<file path="src/rtl/bbqm_pkg.sv">
// Shared constants for the bank queue manager: people-count width, saturation ceiling
// and debounce length. The waiting-time lookup stage imports the same package.
package bbqm_pkg;

  localparam int DEF_PCOUNT_W   = 3;
  localparam int DEF_MAX_COUNT  = 7;
  localparam int DEF_DEB_CYCLES = 4;

  typedef logic [DEF_PCOUNT_W-1:0] count_t;

  // Width of a counter that must hold 0..n-1, never narrower than one bit.
  function automatic int cnt_width(input int n);
    return (n < 2) ? 1 : $clog2(n);
  endfunction

endpackage

</file>
<file path="src/rtl/sensor_conditioner.sv">
// Photocell front-end: two-flop synchroniser, consecutive-sample debounce filter and a
// one-cycle registered pulse on every accepted 0->1 transition of the filtered level.
module sensor_conditioner import bbqm_pkg::*; #(
  parameter int DEB_CYCLES = DEF_DEB_CYCLES
) (
  input  logic clk,
  input  logic rst,
  input  logic raw_i,
  output logic pulse_o
);

  localparam int            CW   = cnt_width(DEB_CYCLES);
  localparam logic [CW-1:0] LAST = CW'(DEB_CYCLES - 1);

  logic          sync1_q, sync2_q;
  logic          filt_q, filt_d, filt_dly_q;
  logic          pulse_q;
  logic [CW-1:0] deb_cnt_q, deb_cnt_d;

  // The DEB_CYCLES-th consecutive mismatching sample flips the filter and clears the counter.
  always_comb begin
    deb_cnt_d = '0;
    filt_d    = filt_q;
    if (sync2_q != filt_q) begin
      if (deb_cnt_q == LAST) begin
        filt_d = sync2_q;
      end else begin
        deb_cnt_d = deb_cnt_q + CW'(1);
      end
    end
  end

  always_ff @(posedge clk) begin
    if (rst) begin
      sync1_q    <= 1'b0;
      sync2_q    <= 1'b0;
      deb_cnt_q  <= '0;
      filt_q     <= 1'b0;
      filt_dly_q <= 1'b0;
      pulse_q    <= 1'b0;
    end else begin
      sync1_q    <= raw_i;
      sync2_q    <= sync1_q;
      deb_cnt_q  <= deb_cnt_d;
      filt_q     <= filt_d;
      filt_dly_q <= filt_q;
      pulse_q    <= filt_q & ~filt_dly_q;
    end
  end

  assign pulse_o = pulse_q;

endmodule

</file>
<file path="src/rtl/queue_people_counter.sv">
// Queue occupancy front-end: conditions entry/exit photocells and keeps a saturating count.
// Defining QCOUNT_ALARM_EN adds a sticky over/underflow alarm (ovf_alarm, alarm_clr).
module queue_people_counter import bbqm_pkg::*; #(
  parameter int PCOUNT_W   = DEF_PCOUNT_W,
  parameter int MAX_COUNT  = DEF_MAX_COUNT,
  parameter int DEB_CYCLES = DEF_DEB_CYCLES
) (
  input  logic                clk,
  input  logic                rst,
  input  logic                sens_in,
  input  logic                sens_out,
  output logic [PCOUNT_W-1:0] pcount,
  output logic                full,
  output logic                empty
`ifdef QCOUNT_ALARM_EN
  ,
  input  logic                alarm_clr,
  output logic                ovf_alarm
`endif
);

  localparam logic [PCOUNT_W-1:0] MAX_C = PCOUNT_W'(MAX_COUNT);

  logic                in_pulse, out_pulse;
  logic                inc, dec;
  logic [PCOUNT_W-1:0] pcount_q, pcount_d;
  logic                full_q, full_d;
  logic                empty_q, empty_d;

  sensor_conditioner #(.DEB_CYCLES(DEB_CYCLES)) u_cond_in (
    .clk     (clk),
    .rst     (rst),
    .raw_i   (sens_in),
    .pulse_o (in_pulse)
  );

  sensor_conditioner #(.DEB_CYCLES(DEB_CYCLES)) u_cond_out (
    .clk     (clk),
    .rst     (rst),
    .raw_i   (sens_out),
    .pulse_o (out_pulse)
  );

  // Coinciding entry and exit pulses cancel out.
  assign inc = in_pulse & ~out_pulse;
  assign dec = out_pulse & ~in_pulse;

  // Flags derive from the next count so they register in the same edge as pcount.
  always_comb begin
    pcount_d = pcount_q;
    if (inc && (pcount_q != MAX_C)) begin
      pcount_d = pcount_q + PCOUNT_W'(1);
    end else if (dec && (pcount_q != '0)) begin
      pcount_d = pcount_q - PCOUNT_W'(1);
    end
    full_d  = (pcount_d == MAX_C);
    empty_d = (pcount_d == '0);
  end

  always_ff @(posedge clk) begin
    if (rst) begin
      pcount_q <= '0;
      full_q   <= 1'b0;
      empty_q  <= 1'b1;
    end else begin
      pcount_q <= pcount_d;
      full_q   <= full_d;
      empty_q  <= empty_d;
    end
  end

  assign pcount = pcount_q;
  assign full   = full_q;
  assign empty  = empty_q;

`ifdef QCOUNT_ALARM_EN
  logic alarm_q, alarm_d, alarm_set;

  // A new over/underflow in the clearing cycle keeps the alarm raised.
  assign alarm_set = (inc & full_q) | (dec & empty_q);

  always_comb begin
    alarm_d = alarm_q;
    if (alarm_set) begin
      alarm_d = 1'b1;
    end else if (alarm_clr) begin
      alarm_d = 1'b0;
    end
  end

  always_ff @(posedge clk) begin
    if (rst) begin
      alarm_q <= 1'b0;
    end else begin
      alarm_q <= alarm_d;
    end
  end

  assign ovf_alarm = alarm_q;
`endif

endmodule

</file>
<file path="config.mk">
export PLATFORM = sky130hd
export DESIGN_NAME = queue_people_counter
export DESIGN_NICKNAME = d
export VERILOG_FILES = /design/src/rtl/bbqm_pkg.sv /design/src/rtl/sensor_conditioner.sv /design/src/rtl/queue_people_counter.sv
export SDC_FILE = /design/constraint.sdc
export NUM_CORES = 1
export LEC_CHECK = 0
export CAP_MARGIN = 20
export CORE_MARGIN = 8
export CORE_UTILIZATION = 40
export CTS_CLUSTER_SIZE = 28
export DETAILED_ROUTE_END_ITERATION = 12
export PLACE_DENSITY_LB_ADDON = 0.2
export RECOVER_POWER = 25
export SLEW_MARGIN = 40
export SYNTH_ARGS = -nofsm -noshare
export SYNTH_HDL_FRONTEND = slang
export SYNTH_SLANG_ARGS = --single-unit
</file>
<file path="constraint.sdc">
create_clock -name clk -period 4.3 [get_ports clk]
set_clock_uncertainty 0.15 [all_clocks]
set_input_delay 0.86 -clock clk [delete_from_list [all_inputs] [get_ports clk]]
set_output_delay 0.86 -clock clk [all_outputs]
set_load 0.01 [all_outputs]
</file>
# After elaboration in Yosys (flattened, before gate mapping)
# Index checks and enable logic that the tools add are counted.
totals:
  ff_bits: 19
  latchBits: 0
  ram_bits: 0
  mem_bits_ro: 0
  inputBits: 4
  out_inout_bits: 5
  elab_cells: 45
  n_memories: 0
classes:
  addsub: 4
  multipliers: 0
  n_div: 0
  order_cmp: 0
  eq_ne: 6
  shift: 0
  mux: 2
  bitwise_logic: 10
  n_reduce_logical: 8
op_table:
  columns: ["operator", "count"]
  rows:
  - ["$mux W3", 2]
  - ["$not A1 Y1", 6]
  - ["$reduce_or A3 Y1", 2]
  - ["$add A2 B1 Y2 const B", 2]
  - ["$and A1 B1 Y1", 4]
  - ["$eq A2 B2 Y1 const B", 2]
  - ["$reduce_and A2 Y1", 2]
  - ["$add A3 B1 Y3 const B", 1]
  - ["$eq A3 B3 Y1 const B", 1]
  - ["$logic_not A3 Y1", 1]
  - ["$ne A3 B3 Y1 const B", 1]
  - ["$reduce_bool A3 Y1", 1]
  - ["$sub A3 B1 Y3 const B", 1]
  - ["$logic_and A1 B1 Y1", 2]
  - ["$ne A1 B1 Y1", 2]

# Depth between registers and ports, before layout
# Gate-level depths: netlist of run 1.
depth:
  word_depth: 6
  depth_mapped: 6

# Cells and area by module
# Synthesis of run 1 repeated with hierarchy kept, for this count alone.
hier_totals:
  hier_cells: 67
  hier_area_um2: 782.0
modules_own_cells:
  columns: ["module", "n_inst", "cells_each", "area_each_um2"]
  rows:
  - ["sensor_conditioner", 2, 17, 224.0]
  - ["queue_people_counter", 1, 33, 334.1]

# Worst setup path before layout of run 1
# OpenSTA, ideal clock, no wires.
synth_timing:
  path_kind: "register to register"
  from: "register pcount_q[1] (netlist: pcount[1])"
  to: "register empty_q (netlist: empty)"
  setup_time_ns: 0.059
  arrival_ns: 1.488
  required_ns: 4.091
  slack_ns: 2.603
  stages_incl_launch_ff: 7
  path_buffers: 0
  synth_period_minus_slack_ns: 1.697
  path_cell_list: "dfxtp_1 -> ha_1 -> ha_1 -> nor3b_2 -> nor2_1 -> a221oi_2 -> a31o_1"
synth_between:
  elab_chain_len: 5
synth_rtl:
  columns: ["element", "line", "text"]
  rows:
  - ["start, declared", "queue_people_counter.sv:26", "logic [PCOUNT_W-1:0] pcount_q, pcount_d;"]
  - ["start signal, assigned", "queue_people_counter.sv:66", "pcount_q <= pcount_d;"]
  - ["branches (longest 3 deep; another with $sub A3 B1 Y3)", null, null]
  - ["$mux W3 (*)", "queue_people_counter.sv:51", "if (inc && (pcount_q != MAX_C)) begin"]
  - ["$logic_not A3 Y1 (*)", "queue_people_counter.sv:57", "empty_d = (pcount_d == '0);"]
  - ["end signal, assigned", "queue_people_counter.sv:68", "empty_q <= empty_d;"]
  - ["end, declared", "queue_people_counter.sv:28", "logic empty_q, empty_d;"]
# Every way passes the cells marked *.
# A chain may end at the register's enable or synchronous reset.

# Final worst setup path of run 1
layout_timing:
  from: "register pcount_q[2] (netlist: pcount[2])"
  to: "output port pcount[2]"
layout_lines:
  columns: ["element", "line", "text"]
  rows:
  - ["end, declared", "queue_people_counter.sv:12", "output logic [PCOUNT_W-1:0] pcount,"]
# No word-level cell between the ends.

==> results of run 1 <==
## layer usage
layer,share of wire,vias to the layer above,global-route usage
met5,0,-,0
met4,0.013,0,0.0512
met3,0.018,2,0.0195
met2,0.47,2,0.114
met1,0.49,209,0.0841
li1,-,260,-
## power breakdown
part           internal [uW]  switching, uW  total (uW)
Clock                   36.0           48.2        84.2
Sequential               178          0.945         179
Combinational           4.11           3.00        7.11
## worst paths after layout
| path | start | depth (start not counted) | end | slack [ns] |
|---|---|---|---|---|
| max reg2reg | pcount[1] | 6 | empty | 2.42 |
| max | pcount[2] | 1 | pcount[2] | 2.03 |
| min | u_cond_out.filt_dly_q | 1 | u_cond_out.pulse_o | 0.24 |
| min reg2reg | u_cond_out.filt_dly_q | 1 | u_cond_out.pulse_o | 0.24 |
## per-stage QoR
stage,util,hold WS [ns]
after global placement,0.487,0.223
after CTS,0.503,0.238
after detailed placement,0.487,0.224
final,0.503,0.236
after floorplan,-,0.217
after global routing,0.503,0.243
## worst register-to-register path: stages (launching register included)
cell	delay (ns)
dfxtp_1	0.36
ha_1	0.19
ha_1	0.22
nor3b_2	0.27
nor2_1	0.10
a221oi_2	0.34
a31o_1	0.21
## cells by family after synthesis
family | share of synthesized area
flip-flops | 0.512
buffers and inverters | 0.0353
XOR/XNOR | 0.0354
AND/OR/NAND/NOR | 0.210
adder cells (fa/ha/maj) | 0.101
AO/OA/AOI/OAI | 0.0791
multiplexers | 0.0269
## registers in the layout (all words and copies together) (netlist names)
signal	cells
u_cond_out.pulse_o	1
full	1
u_cond_out.filt_dly_q	1
u_cond_in.filt_dly_q	1
u_cond_out.sync2_q	1
u_cond_out.sync1_q	1
u_cond_in.deb_cnt_q	2
u_cond_out.filt_q	1
pcount	3
u_cond_in.pulse_o	1
u_cond_in.sync1_q	1
u_cond_in.sync2_q	1
u_cond_in.filt_q	1
u_cond_out.deb_cnt_q	2
empty	1
## synth_stat cells
library cell  instances
o211ai_1              1
nor2b_1               9
nor2_1               10
mux2i_1               2
ha_1                  6
or3_1                 2
dfxtp_1              19
a31o_1                1
clkbuf_1              1
xnor2_1               3
nor3b_1               1
and3b_1               1
a31oi_1               3
nand2b_1              1
inv_1                 6
nor4_1                1
nor4b_1               1
a221oi_2              1
a211o_1               1
nor3b_2               1
## layout make-up
type                       count  area [um2]  share of cell area
inverter                       6        22.5              0.0257
tap                           25        31.3              0.0357
multi-input combinational     45         337               0.384
timing repair buffer           8        80.1              0.0913
sequential                    19         380               0.434
clock buffer                   4        26.3              0.0300
==> summary.md, run 1 <==
| Metric | Value |
|---|---|
| H-Tree Depth | 1 |
| Drt total wl | 1.10 mm |
| DRT iter0 DRCs | 10 |
| Dpl ws | 2.02 ns |
| Leak | 0.000356 uW |
| Area contributors post-synth | dfxtp_1 51%, ha_1 10%, nor2b_1 7.6%, nor2_1 5.1%, xnor2_1 3.5% |
| Ant diodes | 0 |
| Postcts setup bufs | 0 |
| Vias/cell | 4.42 |
| Largest net degree at the start of global routing | 16 |
| Endpoints failing setup | 0 |
| Cells after Synth | 71 |
| CTS tree | done |
| Worst EP arrival | 1.26 ns |
| Clk buf depth | 2 |
| Most common cell after layout, fill and taps aside | dfxtp_1 |
| Placed Instances | 103 |
| Layout cell share with drive strength beyond 1 | 0.0610 |
| Slew margin rel. | 0.688 |
| Worst-path clk slew | 0.09 ns |
| GP Congestion | 0.743 |
| Area leader, netlist | dfxtp_1 |
| Minimum clock period | 2.27 ns |
| Drt first pass iters | 4 |
| Drt wl/cell | 10.3 um |
| Fin crit share | 0.528 |
| I/O Buffers | 8 |
| Critical Path Max Stage Delay | 0.57 ns |
| Hold buffers post-CTS | 0 |
| Overall Global Routing Usage | 0.0729 |
| Post-route DRC | 0 |
| CTS root buf | clkbuf_4 |
| CP Class | reg -> out |
| CP max stage cell | clkdlybuf4s50_1 |
| Critical Path, Cell by Cell | clkdlybuf4s50_1 |
| Setup TNS | 0 ns |
| Final Max Slew Viols | 0 |
| RSZ-0062 raised after global routing | false |
| Clk sinks | 19 |
| IO Pins | 9 |
| Post-CTS sizing | 0 |
| Worst Max-Slew Pin Slew | 0.466 ns |
| Post-route cell area | 877 um2 |
| Die width | 59.1 um |
| Number of synthesized register bits | 19 |
| Syn_area_per_cell | 10.5 um2 |
| Max FO, Critical Path | 5 |
| Synth top area share | 0.512 |
| Vias in the first global route | 470 |
| PD cells | 308 nW/um2 |
| Hold/Removal Path Class | reg -> reg |
| Filler cell count | 166 |
| Req. time, crit path | 3.29 ns |
| CP Capture Type | primary output |
| Overflow after GRT | 0 |
| Final Hold Fails | 0 |
| Starting Density | 0.426 |
| Die area | 3490 um2 |
| Commonest non-fill, non-tap cells in the layout | 19 x dfxtp_1, 10 x nor2_1, 9 x nor2b_1 |
| Core ar. | 1750 um2 |
| Synth warn | 0 |
| Max Clock Freq | 440 MHz |
| Synth cell types | 20 |
| Post-synthesis sequential area ratio | 0.512 |
| Status | completed |
| Worst-Skew Late Latency | 0.28 ns |
| MaxCap Viol Count | 0 |
| Total power | 270 uW |
| Syn nets | 81 |
| Routed vias | 473 |
| Final Non-Filler Cells | 107 |
| Initial antenna violation count | 0 |
| CP Buf/Inv Count | 1 |
| Placed cell area | 851 um2 |
| Post-synthesis cell area | 743 um2 |
| Post-DP HPWL | 860 um |
| First-pass GRT wire length | 1.95 mm |
| Layout Nets | 93 |
| Peak VDD IR | 190 uV |
| Final ANT Viol Nets | 0 |
| CTS Buf Count | 3 |
| Placement Rows | 15 |
| Crit path launch type | flop |
| Chip height | 59.1 um |
| Crit path max-delay family | buffers and inverters |
| PnR worst setup slack | 2.03 ns |
| Area Overhead vs Synth | 18.0% |
Note: power is estimated with default switching activity, not from simulation.
==> inputs of run 2 (changes only) <==
clock period = 2.3 ns   (was 4.3 ns; I/O delays follow)
==> run 2 against run 1 <==
Effect of this change:
- total power grew 89%
- worst setup slack lost 1.6 ns
- non-clock buffer count grew 1
- design area grew 0.86%
- highest routed layer unchanged
==> summary.md, run 2 (synthesis gave the netlist of run 1 again) <==
| Metric | Value |
|---|---|
| Req. time, crit path | 1.69 ns |
| Ant diodes | 0 |
| CTS root buf | clkbuf_4 |
| Overflow after GRT | 0 |
| Combinational share of power | 0.029 |
| Hold Crit Depth | 1 |
| Vias/cell | 4.67 |
| Crit path launch type | flop |
| CTS tree | done |
| PD cells | 577 nW/um2 |
| Hold/Removal Path Class | reg -> reg |
| Drt first pass iters | 4 |
| GP Congestion | 0.916 |
| Postcts setup bufs | 0 |
| Drt total wl | 1.17 mm |
| Worst-path clk slew | 0.10 ns |
| Status | completed |
| Fin crit share | 0.824 |
| R2R depth | 6 |
| Critical Path Max Stage Delay | 0.57 ns |
| CP max stage cell | clkdlybuf4s50_1 |
| Clk sinks | 19 |
| Peak VDD IR | 377 uV |
| Crit path max-delay family | buffers and inverters |
| Reg power frac | 0.656 |
| Initial antenna violation count | 0 |
| Worst r2r src | pcount[1] |
| Hold Path End | u_cond_out.pulse_o |
| IO Pins | 9 |
| Clock power share | 0.315 |
| RSZ-0062 raised after global routing | false |
| Die area | 3490 um2 |
| CP Capture Type | primary output |
| Final Max Slew Viols | 0 |
| Hold Slack | 0.237 ns |
| Layout cell share with drive strength beyond 1 | 0.0723 |
| Overall Global Routing Usage | 0.0813 |
| Worst EP arrival | 1.28 ns |
| Largest register FFs | 3 |
| Terminus of the critical flop-to-flop path | empty |
| Pint | 409 uW |
| First-pass GRT wire length | 2.16 mm |
| Critical Path, Cell by Cell | clkdlybuf4s50_1 |
| Die width | 59.1 um |
| Max Clock Freq | 528 MHz |
| H-Tree Depth | 1 |
| Placement Rows | 15 |
| Drt wl/cell | 10.9 um |
| CTS Buf Count | 3 |
| Post-DP HPWL | 902 um |
| Starting Density | 0.426 |
| Chip height | 59.1 um |
| Endpoints failing setup | 0 |
| R2R Setup Slk | 0.49 ns |
| Max FO, Critical Path | 5 |
| Post-CTS sizing | 0 |
| Largest net degree at the start of global routing | 12 |
| Vias in the first global route | 504 |
| Leak | 0.000360 uW |
| I/O Buffers | 8 |
| Most common cell after layout, fill and taps aside | dfxtp_1 |
| Commonest non-fill, non-tap cells in the layout | 19 x dfxtp_1, 10 x nor2_1, 9 x nor2b_1 |
| Hold buffers post-CTS | 0 |
| Psw | 101 uW |
| Dpl ws | 0.455 ns |
| Final ANT Viol Nets | 0 |
| Core ar. | 1750 um2 |
| Area Overhead vs Synth | 19.0% |
| Worst-Skew Late Latency | 0.29 ns |
| Slew margin rel. | 0.742 |
| Post-route DRC | 0 |
| CP Buf/Inv Count | 1 |
| Setup TNS | 0 ns |
| Layout Nets | 94 |
| Routed vias | 504 |
| Minimum clock period | 1.89 ns |
| CP Class | reg -> out |
| PnR worst setup slack | 0.406 ns |
| MaxCap Viol Count | 0 |
| Clk buf depth | 2 |
| Final Hold Fails | 0 |
| Sw Ratio | 0.198 |
| Worst Max-Slew Pin Slew | 0.386 ns |
| DRT iter0 DRCs | 21 |
| Hold_sp | u_cond_out.filt_dly_q |
run 2: cell types whose count changed in the layout (fill, tap and decap cells not counted), sizes merged:
cell / previous run / this run
buf: 0 / 1
run 2: power groups by stage:
stage                     Sequential, uW  Clock (uW)  Combinational [uW]
after floorplan                      342           0                7.21
after global placement               342           0                14.9
after detailed placement             343           0                15.4
after CTS                            335         164                15.5
after global routing                 336         181                17.1
final                                335         160                14.8
run 2: routing by layer:
layer  wire [um]  GRT usage  part of all wire  vias to the layer above
li1            -          -                 -                      263
met5           0          0                 0                        -
met3          37     0.0217             0.032                        7
met4          54     0.0717             0.046                        0
met1         526     0.0865              0.45                      227
met2         556      0.129              0.47                        7
run 2: final cells by class:
class,instances,area (um2)
Timing Repair Buffer,9,87.6
Fill cell,164,861
Tap cell,25,31.3
Sequential cell,19,380
Clock buffer,4,26.3
Multi-Input combinational cell,45,337
Inverter,6,22.5
run 2: per-stage QoR:
stage	utilization	std cells	power (uW)	cell area, um2
after floorplan	-	71	349	743
after global placement	0.492	104	357	858
after detailed placement	0.492	104	358	858
after CTS	0.507	108	515	885
after global routing	0.507	108	533	885
final	0.507	108	510	885
run 2: how the worst max path moves through the flow:
stage,from,end,slack (ns),depth (start not counted)
2_1_floorplan,pcount[1],empty,0.60,6
5_1_grt,pcount[2],pcount[2],0.32,1
3_3_place_gp,rst,full,0.43,3
4_1_cts,pcount[2],pcount[2],0.39,1
6_report,pcount[2],pcount[2],0.41,1
3_5_place_dp,rst,full,0.45,3
